<file path="src/rtl/gray_cnt_pkg.sv">
// Shared definitions for the 2-bit Gray-code counter with init value.
// Holds the Gray-state constants, the next-state step function and the
// one-hot test-pattern select encodings used by the decoder.
package gray_cnt_pkg;

   // Gray-code states, listed in counting order 00 -> 01 -> 11 -> 10
   localparam logic [1:0] GC_00 = 2'b00;
   localparam logic [1:0] GC_01 = 2'b01;
   localparam logic [1:0] GC_11 = 2'b11;
   localparam logic [1:0] GC_10 = 2'b10;

   // Width of the one-hot test-pattern select (only 3 is supported)
   localparam int unsigned TP_SEL_W = 3;

   // One-hot test-pattern select encodings; GC_00 selects no pattern
   localparam logic [TP_SEL_W-1:0] SEL_NONE = 3'b000;
   localparam logic [TP_SEL_W-1:0] SEL_TP0  = 3'b001;
   localparam logic [TP_SEL_W-1:0] SEL_TP1  = 3'b010;
   localparam logic [TP_SEL_W-1:0] SEL_TP2  = 3'b100;

   // One Gray step; exactly one bit changes, 10 wraps to 00 without a stall
   function automatic logic [1:0] gc_next(input logic [1:0] gc);
      logic [1:0] nxt;
      case (gc)
         GC_00:   nxt = GC_01;
         GC_01:   nxt = GC_11;
         GC_11:   nxt = GC_10;
         GC_10:   nxt = GC_00;
         default: nxt = GC_00;
      endcase
      return nxt;
   endfunction

endpackage

</file>
<file path="src/rtl/gray_to_tp_sel_dec.sv">
// Purely combinational decoder from a 2-bit Gray count to a one-hot
// test-pattern select. At most one output bit is ever high.
module gray_to_tp_sel_dec
   import gray_cnt_pkg::*;
(
   input  logic [1:0]          gc,
   output logic [TP_SEL_W-1:0] sel
);

   // Map each Gray state to its test-pattern select; unknown codes select nothing
   always_comb begin
      sel = SEL_NONE;
      case (gc)
         GC_01:   sel = SEL_TP0;
         GC_11:   sel = SEL_TP1;
         GC_10:   sel = SEL_TP2;
         GC_00:   sel = SEL_NONE;
         default: sel = SEL_NONE;
      endcase
   end

endmodule

</file>
<file path="src/rtl/gray_cnt_2bit_init_val.sv">
// 2-bit Gray-code counter with synchronous reset value, synchronous init
// load and a one-hot test-pattern select decoded from the count.
// Edge priority: in_ctr_Srst > in_ctr_init > in_ctr_en > hold.
// Optional macro GRAY_CNT_SEL_REG_EN registers out_sel_TP (1-cycle lag
// behind out_GC); without it out_sel_TP is a direct decode of out_GC.
module gray_cnt_2bit_init_val
   import gray_cnt_pkg::*;
#(
   parameter int unsigned TEST_SYND_NUM = 3
)(
   input  logic                     clk,
   input  logic                     in_ctr_Arst_n,
   input  logic                     in_ctr_Srst,
   input  logic                     in_ctr_en,
   input  logic                     in_ctr_init,
   input  logic [1:0]               in_val_Srst,
   input  logic [1:0]               in_val_init,
   output logic [1:0]               out_GC,
   output logic [TEST_SYND_NUM-1:0] out_sel_TP
);

   logic [1:0]          gc_r;
   logic [TP_SEL_W-1:0] dec_sel_s;

   // Counter register: async clear, then Srst load, init load, step, hold
   always_ff @(posedge clk or negedge in_ctr_Arst_n) begin
      if (!in_ctr_Arst_n) begin
         gc_r <= GC_00;
      end else if (in_ctr_Srst) begin
         gc_r <= in_val_Srst;
      end else if (in_ctr_init) begin
         gc_r <= in_val_init;
      end else if (in_ctr_en) begin
         gc_r <= gc_next(gc_r);
      end else begin
         gc_r <= gc_r;
      end
   end

   // The count leaves the block straight from the register
   assign out_GC = gc_r;

   gray_to_tp_sel_dec u_dec (
      .gc  (gc_r),
      .sel (dec_sel_s)
   );

`ifdef GRAY_CNT_SEL_REG_EN
   logic [TP_SEL_W-1:0] sel_r;

   // Registered select: holds the decode of the previous cycle's count
   always_ff @(posedge clk or negedge in_ctr_Arst_n) begin
      if (!in_ctr_Arst_n) begin
         sel_r <= SEL_NONE;
      end else if (in_ctr_Srst) begin
         sel_r <= SEL_NONE;
      end else begin
         sel_r <= dec_sel_s;
      end
   end

   assign out_sel_TP = sel_r;
`else
   // Combinational select, valid in the same cycle as out_GC
   assign out_sel_TP = dec_sel_s;
`endif

endmodule

</file>
<file path="config.mk">
export PLATFORM = sky130hd
export DESIGN_NAME = gray_cnt_2bit_init_val
export DESIGN_NICKNAME = d
export VERILOG_FILES = /design/src/rtl/gray_cnt_pkg.sv /design/src/rtl/gray_to_tp_sel_dec.sv /design/src/rtl/gray_cnt_2bit_init_val.sv
export SDC_FILE = /design/constraint.sdc
export NUM_CORES = 1
export LEC_CHECK = 0
export ABC_AREA = 1
export ABC_CLOCK_PERIOD_IN_PS = 1300
export BUFFER_PORTS_ARGS = -buffer_cell sky130_fd_sc_hd__buf_2
export CORE_AREA = 2 2 39 41
export CTS_CLUSTER_SIZE = 10
export DETAILED_ROUTE_END_ITERATION = 12
export DIE_AREA = 0 0 41 43
export SLEW_MARGIN = 10
export SYNTH_ARGS = -nofsm -noshare
export SYNTH_HDL_FRONTEND = slang
export SYNTH_SLANG_ARGS = --single-unit
</file>
<file path="constraint.sdc">
create_clock -name clk -period 1.3 [get_ports clk]
set_input_delay 0 -clock clk [delete_from_list [all_inputs] [get_ports clk]]
set_output_delay 0 -clock clk [all_outputs]
set_load 0.005 [all_outputs]
</file>
==> flow_summary.yaml <==
timing:
  slew_headroom_pct: 89.1
  tightest_slew_ns: 0.163
  finalHoldViolCount: 0
  rsz0062_at_grt: "no"
  max_freq_ghz: 1.14
  worst_clock_skew_ns: 0.00193
  hold_slack_ns: 0.0874
  worst_slack_ns: 0.423
  finalSetupViolCount: 0
  min_period_ns: 0.877
  tns_ns: 0
  maxSlewViolCount: 0
  period_share_pct: 67.5
floorplanning:
  core_area_mm2: 0.00138
  ios: 14
  placementRows: 14
  die_width_um: 41
  die_y_um: 43
  start_util_pct: 11.2
  die_area_mm2: 0.00176
clock_tree:
  cts_tree: "yes"
  ctsResizeCount: 0
  ctsLongestPathBuffers: 2
  cts_buffers: 3
  ctsHtreeMaxLevel: 1
  clk_latency_ns: 0.22
  cts.clk_slew.worst_paths_ns: 0.03
  root_buffer: "clkbuf_4"
  cts_setup_buffers: 0
  cts_sinks: 2
  holdBufCountCts: 1
layout:
  n_antenna_cell: 0
  nFillCells: 157
  final_area_um2: 273
  drive_gt1_share_pct: 37.8
  nets: 56
  largest_reg_flops: 2
  syn_to_final_growth_pct: 75.8
synthesis:
  yosysUniqueCellTypes: 8
  netlist_area_um2: 155
  postSynthCellCount: 28
  yosys.area.top_type_share_pct: 32.3
  synth_area_leader_cell: "dfrtp_1"
  syn_avg_cell_area_um2: 5.54
  seq_area_frac_synth_pct: 32.3
  ys_warn_count: 0
  synth_fp_nets: 37
  yosys-top-cells-area: "dfrtp_1 32%, nand2_1 27%, inv_1 12%"
  synth_seq_cells: 2
placed_design:
  portBuffers: 13
  gp_congestion: 0.651
  dp_hpwl_um: 316
  dp_slack_ns: 0.505
  dpl-instance-area_um2: 240
job:
  maxCapViolCount: 0
worst_setup_path:
  crit_fanout: 6
  end_kind: "primary output"
  critical_path_class: "flop to primary output"
  cp.required_ns: 1.30
  critPathLaunchType: "flop"
  arrival_ns: 0.88
global_routing:
  grt_max_degree: 7
  antenna_found_initial: 0
  grt-ovfl-total: 0
  grt_pass1_vias: 181
  grt_pass1_wl_um: 600
  grt_use_total_pct: 5.32
power_and_ir_drop:
  seqPwrFrac_pct: 28.1
  power_frac_clock_pct: 48.4
  ir_drop_v: 0.000164
  p_switching_mw: 0.0740
  p_int_mw: 0.206
  swShare_pct: 26.4
  power_frac_comb_pct: 23.5
  p_leak_nw: 0.175
  p_per_area_mw_per_mm2: 1030
  power_mw: 0.280
route:
  num_vias: 212
  drtIter0Drc: 4
  first_pass_iters: 2
  vias_per_cell: 3.48
  drc: 0
  wirelength_um: 379
  ant_nets: 0
  wl_per_cell_um: 6.21
hold_path:
  hold_path_class: "input pin to async pin"
outcome:
  run_status: "completed"
==> per-layer routing <==
| metal | track usage [%] | routed length [µm] | vias to the layer above |
|---|---|---|---|
| met5 | 0 | 0 | - |
| met4 | 6.00 | 0 | 0 |
| met3 | 2.62 | 33 | 0 |
| met2 | 8.13 | 187 | 7 |
| met1 | 4.17 | 159 | 88 |
| li1 | - | - | 117 |
==> cells by family after synthesis <==
family / count (synthesis) / synth area share (%)
AOI/OAI and AO/OA: 1 / 3.22
buffers and inverters: 6 / 14.5
DFF: 2 / 32.3
and+or+nand+nor: 19 / 50.0
==> final cells by class <==
type	count	area [µm²]	area share, %
repair buffers	14	75.1	27.5
multi-input cells	20	82.6	30.3
flip-flops and latches	2	50.0	18.3
well taps	16	20.0	7.34
inverters	6	22.5	8.26
clock buffers	3	22.5	8.26
==> power by group through the flow <==
stage                     Sequential, mW  Combinational, mW  Clock, mW
final                             0.0789             0.0658      0.136
after detailed placement          0.0796             0.0645          0
after global placement            0.0793             0.0644          0
after floorplan                   0.0796             0.0301          0
after CTS                         0.0790             0.0669      0.146
after global routing              0.0801             0.0785      0.151
==> cells in the final DEF, fill, tap and decap left out <==
cell type	n
a21oi_1	1
nor2_1	4
inv_2	1
dfrtp_1	2
buf_2	13
or2_0	1
clkbuf_4	3
inv_1	5
nand3_1	3
nand2_1	11
dlygate4sd3_1	1
==> path summary, 6_finish.rpt <==
path,start,end,slack [ns],cells past startpoint
setup / recovery,out_GC[0],out_sel_TP[0],0.42,3
hold / removal,in_ctr_Arst_n,out_GC[1],0.09,2
setup reg to reg,out_GC[1],out_GC[0],0.50,5
hold reg to reg,out_GC[1],out_GC[1],0.54,2
max in group asynchronous,in_ctr_Arst_n,out_GC[0],1.11,2
min in group clk,in_val_init[0],out_GC[0],0.09,5
==> worst max-delay path, cell delays in order (launching register included) <==
cell and delay [ns]:
dfrtp_1 0.40, inv_1 0.05, nor2_1 0.08, buf_2 0.12
==> cell usage after synthesis (all sizes together) <==
| cell type | instances |
|---|---|
| a21oi | 1 |
| dfrtp | 2 |
| inv | 6 |
| nand2 | 11 |
| nand3 | 3 |
| nor2 | 4 |
| or2 | 1 |
==> per-stage QoR <==
step | utilization [%] | instances
after floorplan | - | 28
after global placement | 17.4 | 57
after detailed placement | 17.4 | 57
after CTS | 19.7 | 61
after global routing | 19.7 | 61
final | 19.7 | 61
No activity file was read; power rests on OpenSTA's default activity.
